$ cat src/rtl/adder_pkg.sv
// Shared types for the serial adder/subtractor: the operation sequencer states.
package adder_pkg;

    typedef enum logic [1:0] {
        S_IDLE,
        S_BUSY,
        S_DONE
    } sadd_state_t;

endpackage

$ cat src/rtl/serial_adder_if.sv
// Operand/command and result handshake bundle for serial_adder.
interface serial_adder_if #(
    parameter int WIDTH = 32
);

    logic             in_valid;
    logic             in_ready;
    logic [WIDTH-1:0] a;
    logic [WIDTH-1:0] b;
    logic             cin;
    logic             sub;
    logic             out_valid;
    logic             out_ready;
    logic [WIDTH-1:0] sum;
    logic             cout;
    logic             ovf;

    modport master (
        output in_valid, a, b, cin, sub, out_ready,
        input  in_ready, out_valid, sum, cout, ovf
    );

    modport slave (
        input  in_valid, a, b, cin, sub, out_ready,
        output in_ready, out_valid, sum, cout, ovf
    );

endinterface

$ cat src/rtl/digit_adder.sv
// Combinational DIGIT-bit ripple adder built from full_adder cells; also exposes
// the carry entering the top bit so the caller can derive signed overflow.
module digit_adder #(
    parameter int DIGIT = 4
) (
    input  logic [DIGIT-1:0] a,
    input  logic [DIGIT-1:0] b,
    input  logic             cin,
    output logic [DIGIT-1:0] sum,
    output logic             cout,
    output logic             c_msb_in
);

    logic [DIGIT:0] carry;

    assign carry[0] = cin;

    for (genvar i = 0; i < DIGIT; i++) begin : g_cell
        full_adder u_fa (
            .a    (a[i]),
            .b    (b[i]),
            .cin  (carry[i]),
            .sum  (sum[i]),
            .cout (carry[i+1])
        );
    end

    assign cout     = carry[DIGIT];
    assign c_msb_in = carry[DIGIT-1];

endmodule

$ cat src/rtl/full_adder.sv
// One-bit full adder cell; the building block of the digit ripple chain.
module full_adder (
    input  logic a,
    input  logic b,
    input  logic cin,
    output logic sum,
    output logic cout
);

    assign sum  = a ^ b ^ cin;
    assign cout = (a & b) | (cin & (a ^ b));

endmodule

$ cat src/rtl/serial_adder.sv
// Multi-cycle adder/subtractor: WIDTH-bit operands consumed DIGIT bits per cycle,
// least-significant digit first, with valid/ready handshakes on both sides.
module serial_adder
    import adder_pkg::*;
#(
    parameter int WIDTH = 32,
    parameter int DIGIT = 4
) (
    input  logic          clk,
    input  logic          rst_n,
    serial_adder_if.slave bus
);

    localparam int NDIG  = WIDTH / DIGIT;
    localparam int CNT_W = $clog2(NDIG + 1);

    if (WIDTH < 2 || DIGIT < 1 || DIGIT > WIDTH || (WIDTH % DIGIT) != 0) begin : g_param_check
        $error("serial_adder: illegal WIDTH/DIGIT combination");
    end

    sadd_state_t state;
    sadd_state_t next_state;

    logic [WIDTH-1:0]       opa;
    logic [WIDTH-1:0]       opb;
    logic [WIDTH-1:0]       sum_reg;
    logic                   carry;
    logic                   cout_reg;
    logic                   ovf_reg;
    logic                   in_ready_reg;
    logic                   out_valid_reg;
    logic [CNT_W-1:0]       dig_cnt;

    logic [DIGIT-1:0]       dig_sum;
    logic                   dig_cout;
    logic                   dig_c_msb;
    logic [WIDTH+DIGIT-1:0] sum_cat;

    logic                   accept;
    logic                   transfer;
    logic                   last_digit;

    assign accept     = bus.in_valid && in_ready_reg;
    assign transfer   = out_valid_reg && bus.out_ready;
    assign last_digit = (dig_cnt == CNT_W'(NDIG - 1));

    // New digit enters at the top; the concatenation keeps DIGIT==WIDTH legal.
    assign sum_cat = {dig_sum, sum_reg};

    digit_adder #(
        .DIGIT (DIGIT)
    ) u_digit (
        .a        (opa[DIGIT-1:0]),
        .b        (opb[DIGIT-1:0]),
        .cin      (carry),
        .sum      (dig_sum),
        .cout     (dig_cout),
        .c_msb_in (dig_c_msb)
    );

    // NOTE: sequential state uses non-blocking assignments so every flop samples pre-edge values.
    always_ff @(posedge clk or negedge rst_n) begin
        if (!rst_n) begin
            state <= S_IDLE;
        end else begin
            state <= next_state;
        end
    end

    // NOTE: next_state takes a default before the case so no latch is inferred.
    always_comb begin
        next_state = state;
        case (state)
            S_IDLE:  if (accept)     next_state = S_BUSY;
            S_BUSY:  if (last_digit) next_state = S_DONE;
            S_DONE:  if (transfer)   next_state = S_IDLE;
            default: next_state = S_IDLE;
        endcase
    end

    // NOTE: these are individual flops rather than a memory array, so all of them take the async reset.
    always_ff @(posedge clk or negedge rst_n) begin
        if (!rst_n) begin
            opa           <= '0;
            opb           <= '0;
            carry         <= 1'b0;
            dig_cnt       <= '0;
            sum_reg       <= '0;
            cout_reg      <= 1'b0;
            ovf_reg       <= 1'b0;
            in_ready_reg  <= 1'b0;
            out_valid_reg <= 1'b0;
        end else begin
            in_ready_reg  <= (next_state == S_IDLE);
            out_valid_reg <= (next_state == S_DONE);
            case (state)
                S_IDLE: begin
                    if (accept) begin
                        opa     <= bus.a;
                        opb     <= bus.sub ? ~bus.b : bus.b;
                        carry   <= bus.cin ^ bus.sub;
                        dig_cnt <= '0;
                    end
                end
                S_BUSY: begin
                    sum_reg <= sum_cat[WIDTH+DIGIT-1:DIGIT];
                    opa     <= opa >> DIGIT;
                    opb     <= opb >> DIGIT;
                    carry   <= dig_cout;
                    dig_cnt <= dig_cnt + CNT_W'(1);
                    if (last_digit) begin
                        cout_reg <= dig_cout;
                        ovf_reg  <= dig_c_msb ^ dig_cout;
                    end
                end
                default: ;
            endcase
        end
    end

    assign bus.in_ready  = in_ready_reg;
    assign bus.out_valid = out_valid_reg;
    assign bus.sum       = sum_reg;
    assign bus.cout      = cout_reg;
    assign bus.ovf       = ovf_reg;

endmodule

$ cat src/flat_wrapper.sv
// flat-port wrapper written by rule: the top's interface ports become plain ports
module serial_adder_flat import adder_pkg::*;
#(
    parameter int WIDTH = 32,
    parameter int DIGIT = 4
)
  (clk, rst_n, bus_in_valid, bus_a, bus_b, bus_cin, bus_sub, bus_out_ready, bus_in_ready, bus_out_valid, bus_sum, bus_cout, bus_ovf);
  serial_adder_if #(.WIDTH(WIDTH)) bus_i ();
  input  logic clk;
  input  logic rst_n;
  input wire logic [$bits(bus_i.in_valid)-1:0] bus_in_valid;
  input wire logic [$bits(bus_i.a)-1:0] bus_a;
  input wire logic [$bits(bus_i.b)-1:0] bus_b;
  input wire logic [$bits(bus_i.cin)-1:0] bus_cin;
  input wire logic [$bits(bus_i.sub)-1:0] bus_sub;
  input wire logic [$bits(bus_i.out_ready)-1:0] bus_out_ready;
  output wire logic [$bits(bus_i.in_ready)-1:0] bus_in_ready;
  output wire logic [$bits(bus_i.out_valid)-1:0] bus_out_valid;
  output wire logic [$bits(bus_i.sum)-1:0] bus_sum;
  output wire logic [$bits(bus_i.cout)-1:0] bus_cout;
  output wire logic [$bits(bus_i.ovf)-1:0] bus_ovf;
  assign bus_i.in_valid = bus_in_valid;
  assign bus_i.a = bus_a;
  assign bus_i.b = bus_b;
  assign bus_i.cin = bus_cin;
  assign bus_i.sub = bus_sub;
  assign bus_i.out_ready = bus_out_ready;
  assign bus_in_ready = bus_i.in_ready;
  assign bus_out_valid = bus_i.out_valid;
  assign bus_sum = bus_i.sum;
  assign bus_cout = bus_i.cout;
  assign bus_ovf = bus_i.ovf;
  serial_adder #(.WIDTH(WIDTH), .DIGIT(DIGIT)) u_core (.clk(clk), .rst_n(rst_n), .bus(bus_i));
endmodule
$ cat config.mk
export PLATFORM = sky130hd
export DESIGN_NAME = serial_adder_flat
export DESIGN_NICKNAME = d
export VERILOG_FILES = /design/src/rtl/adder_pkg.sv /design/src/rtl/serial_adder_if.sv /design/src/rtl/digit_adder.sv /design/src/rtl/full_adder.sv /design/src/rtl/serial_adder.sv /design/src/flat_wrapper.sv
export SDC_FILE = /design/constraint.sdc
export NUM_CORES = 1
export LEC_CHECK = 0
export CORE_UTILIZATION = 46
export CTS_CLUSTER_SIZE = 8
export DETAILED_ROUTE_END_ITERATION = 16
export PLACE_DENSITY = 0.75
export SLEW_MARGIN = 0
export SYNTH_ARGS = -nofsm -noshare
export SYNTH_HDL_FRONTEND = slang
export SYNTH_HIERARCHICAL = 1
export SYNTH_SLANG_ARGS = --single-unit
$ cat constraint.sdc
create_clock -name clk -period 2.6 [get_ports clk]
set_input_delay 0.39 -clock clk [delete_from_list [all_inputs] [get_ports clk]]
set_output_delay 0.39 -clock clk [all_outputs]
set_load 0.05 [all_outputs]
* Yosys cells after proc, flatten, opt, wreduce, memory -nomap -nowiden
Cells that the tools add are included.
Storage, ports and cells: bits of input ports 70, output and inout port bits 36, logic and storage cells 59, register bits 107
Cells by class: bitwise logic cells 23, reduce and logical (&&, ||, !) cells 7, $add $sub $neg 1, equality and inequality tests 5, mux-type cells 13
Operator list (number):
- 32-bit one-hot mux with 2 select lines | 2
- 32-bit 2-to-1 mux | 3
- 32-bit NOT | 1
- 1-bit bitwise XOR | 10
- 1-bit bitwise AND | 8
- 4-bit one-hot mux with 2 select lines | 1
- 2-bit 2-to-1 mux | 3
- 2-bit one-hot mux with 3 select lines | 1
- 4-bit by 1-bit adder with 4-bit output, second input constant | 1
- 2-bit equality test, second input constant | 2
- 4-bit by 3-bit equality test with 1-bit output, second input constant | 1
- 2-bit zero test | 2
- 4-bit 2-to-1 mux | 1
- 1-bit bitwise OR | 4
- 2-bit AND reduction | 2
- 2-bit by 1-bit equality test with 1-bit output, second input constant | 1
- 1-bit logical AND | 2
- 2-bit by 1-bit inequality test with 1-bit output, second input constant | 1
- 1-bit one-hot mux with 2 select lines | 1
- 2-bit nonzero test | 1
- 1-bit 2-to-1 mux | 1

* Longest topological paths before layout
depth in word-level cells 10, depth in mapped cells 6, gate-level depth less buffers 6

* By module
Netlist, hierarchy kept.
By module, submodules not included:
- serial_adder | seq. area each 2677.6 µm², instances 1, area each 4770.8 µm², cells an instance 514
- full_adder | seq. area each 0.0 µm², instances 4, area each 20.0 µm², cells an instance 1

* Worst setup path after synthesis
Ideal clock, no wire load.
path type register -> register, start register u_core.opa[0], end register u_core.ovf_reg (netlist: u_core/bus.ovf), buffers on the path 0, data required time 2.475 ns, cell stages (with the launch flop) 7, library setup time 0.125 ns, period minus slack after synthesis 2.554 ns, slack 0.046 ns, arrival 2.429 ns, cells stage by stage dfrtp_1 fa_1 fa_1 fa_1 fa_1 xor2_1 mux2_2
On the way: longest elaborated chain between the ends 10, elaborated cells on any way between the ends 11, those cells by class bitwise: 11
RTL lines:
- start, declared | line serial_adder.sv:24 | logic [WIDTH-1:0] opa;
- start signal, assigned | line serial_adder.sv:99 | opa <= bus.a;
- start signal, assigned | line serial_adder.sv:107 | opa <= opa >> DIGIT;
- 1-bit bitwise XOR | line full_adder.sv:11 | assign cout = (a & b) | (cin & (a ^ b));
- 1-bit bitwise AND | line full_adder.sv:11
- 1-bit bitwise OR * | line full_adder.sv:11
- named net u_core.u_digit.carry[1] | line digit_adder.sv:14 | logic [DIGIT:0] carry;
- 1-bit bitwise AND * | line full_adder.sv:11
- 1-bit bitwise OR * | line full_adder.sv:11
- named net u_core.u_digit.carry[2] | line digit_adder.sv:14
- 1-bit bitwise AND * | line full_adder.sv:11
- 1-bit bitwise OR * | line full_adder.sv:11
- named net u_core.dig_c_msb | line serial_adder.sv:36 | logic dig_c_msb;
- 1-bit bitwise AND * | line full_adder.sv:11
- 1-bit bitwise OR * | line full_adder.sv:11
- named net u_core.dig_cout | line serial_adder.sv:35 | logic dig_cout;
- 1-bit bitwise XOR * | line serial_adder.sv:113 | ovf_reg <= dig_c_msb ^ dig_cout;
- end signal, assigned | line serial_adder.sv:113
- end, declared | line serial_adder.sv:29 | logic ovf_reg;
The timed path passes the listed nets; every way through them passes the cells marked *. A chain may end at the register's enable or synchronous reset.

* Worst setup path in the final report
Ends and elaborated chain as after synthesis.

==> results.yml <==
run_status:
  outcome: "finished, violations left"
  violated_checks: "DRC"
place:
  hpwlAfterDp_mm: 7.18
  gp_congestion: 0.771
  post_placement_worst_setup_slack_ps: -51.6
  place.port_buffers: 105
finish:
  final_util: 0.603
  syn2layout_area_growth_pct: 27.8
  layout-drive-gt1-share: 0.0700
  final.fill_count: 936
  finalNetCount: 684
  antenna_cells_inserted: 0
cts:
  tritoncts: "built"
  cts_root_buffer: "sky130_fd_sc_hd__clkbuf_8"
  cts.sink_count: 107
  h-tree-depth: 3
  clock_path_buffers: 2
  clkLatencyLatePin_ps: 360
  cts.clk_slew.worst_paths_ps: 100
  cts_buffers: 9
timing:
  fmax_mhz: 395
  tightestPinTransition_ps: 745
  timing.final.crit_share: 0.974
  setup-violations-final: 0
  grt_setup_unrepaired: "no"
  fin_ws_ps: 67.6
  final.min_clock_period_ps: 2530
  hold_violations: 0
  timing.setup.tns_ps: 0
  skew_ps: 10.7
  slew_headroom: 0.503
  slew_viol_final: 0
yosys:
  synthesis.area_per_instance_um2: 9.36
  synth_simple_gate_area_share: 0.253
  synth_sequential_area_ratio: 0.552
  ys.flop_type: "sky130_fd_sc_hd__dfrtp_1"
  synth_xor_area_frac: 0.0632
  async_set_or_reset_flop_fraction_in_the_synthesized_netlist: 1.00
  synth-seq-cells: 107
  synth_enable_flop_cells: 0
  synth_adder_area_share: 0.0191
  synth.top_cells.by_area: "sky130_fd_sc_hd__dfrtp_1, sky130_fd_sc_hd__nand2_1, sky130_fd_sc_hd__nand3_1"
  yosys.cell_count.top_type: "sky130_fd_sc_hd__nand2_1"
  synth_top_cell_area_share: 0.552
  count_of_different_cell_masters_after_synthesis: 28
  post_synth_mux_area_share: 0.00903
  synth_largest_area_cell: "sky130_fd_sc_hd__dfrtp_1"
  syn_nets: 593
  syn-cell-area_um2: 4850
  synth-compound-area-share: 0.0598
  yosys_synthesis_warning_count: 6
  largest_family_of_logic_cells_by_synthesized_area: "simple AND/OR/NAND/NOR gates"
  ys_top_cells_by_count: "sky130_fd_sc_hd__nand2_1, sky130_fd_sc_hd__dfrtp_1, sky130_fd_sc_hd__nand3_1"
  synthCells: 518
worst_setup_path:
  timing.critical_path.cells: "fa_1 > fa_1 > fa_2 > fa_2 > xor2_1 > mux2_2"
  capturing_element_type_of_the_critical_path: "register"
  critical_path_arrival_ps: 2780
  worst_path_dominant_cell_family: "adder cells"
  cp_max_fo: 3
  critPathRequiredTime_ps: 2850
  worstPathBufferInverterCount: 0
  start_kind: "register"
  cp_slowest_cell: "sky130_fd_sc_hd__fa_1"
  crit_path_max_incr_delay_ps: 460
  timing.setup.critical_path_class: "register to register"
power_and_ir_drop:
  power_switching_share: 0.448
  clockPowerShare: 0.123
  netsw_mw: 3.27
  p_per_area_nw_per_um2: 1180
  power.ir.vdd_worst_mv: 0.763
  power_report.internal_total_mw: 4.02
  design_power_total_mw: 7.29
  power.sequential.fraction: 0.387
  p_leak_nw: 2.82
  combinational_power_share: 0.489
hold_path:
  min-delay-path-class: "input port to async pin"
die:
  die-width_um: 105
  rows: 37
  top_level_ports: 106
  start_util: 0.472
  die_y_um: 105
  fp.dieArea_um2: 11000
  design.core.area_um2: 10300
routing:
  via_count: 3914
  via_per_instance_ratio: 5.22
  detail_route.iter0.violations: 287
  drt_pre_antenna_iters: 10
  wirelength_routed_mm: 10.3
  drt.antenna.violating_nets: 0
  drc: 2
  detail_route.wl_per_cell_um: 13.8
global_route:
  global_route.overflow_total: 0
  antenna_found_initial: 0
  globalRouteTotalUtil: 0.195
  grt_pass1_vias: 3646
  maximum_number_of_pins_on_one_net_before_global_route_repair: 66
  grt_pass1_wl_mm: 17.3
flow_run:
  drv.max_cap_violation_count: 0
## power groups by stage
stage	combinational, mW	clock, mW	sequential [mW]
global route	3.89	1.00	2.91
finish	3.57	0.900	2.82
floorplan	1.85	0	3.47
detailed placement	3.59	0	2.86
global placement	3.48	0	2.82
CTS	3.60	0.929	2.83
## cell families after synthesis
kind of cell / after synthesis
compound gates: 37
fa+ha+maj: 5
flops: 107
buf+inv: 41
xor+xnor: 35
simple gates: 289
mux: 4
## layout by cell type (no fill, tap or decap), drive strengths merged
master and count:
a211oi 2, a221o 11, and4bb 1, buf 16
clkbuf 10, clkdlybuf4s50 103, clkinv 3, clkinvlp 1
dfrtp 107, dlygate4sd3 1, fa 4, ha 1
inv 3, mux2 3, mux2i 1, nand2 183
nand2b 1, nand3 85, nand4bb 1, nor2 13
nor2b 1, nor3 2, o211ai 18, o21ai 6
or2 2, xnor2 33, xor2 2
## metal layers
layer	track usage	share of wire
met5	0	0
met4	0.0694	0.018
met3	0.0318	0.036
met2	0.316	0.49
met1	0.267	0.46
## area by class of cell
class,instances,area [µm²],share of cell area
Tap cell,136,170,0.0274
Clock buffer,10,128,0.0206
Clock inverter,6,40.0,0.00646
Timing Repair Buffer,120,1180,0.191
Multi-Input combinational cell,370,2000,0.322
Inverter,1,3.75,0.000605
Sequential cell,107,2680,0.432
## worst register-to-register path, delay by kind of cell (launching register included)
family	cells	cell delay [ps]
XOR/XNOR	1	170
adder cells (fa/ha/maj)	4	1590
flip-flops	1	420
multiplexers	1	250
## what timing repair did
item | CTS | global route
gates cloned | 0 | 0
hold buffers | 1 | 0
endpoints found under the hold margin | 19 | 0
gates resized for setup | 1 | 1
setup buffers | 0 | 0
setup endpoints to repair | 1 | 1
## stage by stage
step,area (µm²),hold slack (ps),instances
final,6200,456,750
after global routing,6200,467,750
after CTS,6200,451,750
after detailed placement,6020,294,733
after global placement,6020,289,733
after floorplan,4850,94.4,518
## final timing paths
kind	from	to	slack (ps)	cells after the start
hold reg to reg	u_core/opa[13]	u_core/opa[9]	480	2
hold / removal	rst_n	u_core/opa[10]	460	2
max in group asynchronous	rst_n	u_core/opb[30]	1460	3
setup / recovery	u_core/opa[0]	u_core/bus.ovf	70	6
min in group clk	u_core/opa[13]	u_core/opa[9]	480	2
setup reg to reg	u_core/opa[0]	u_core/bus.ovf	70	6
(Power assumes the default switching activity.)
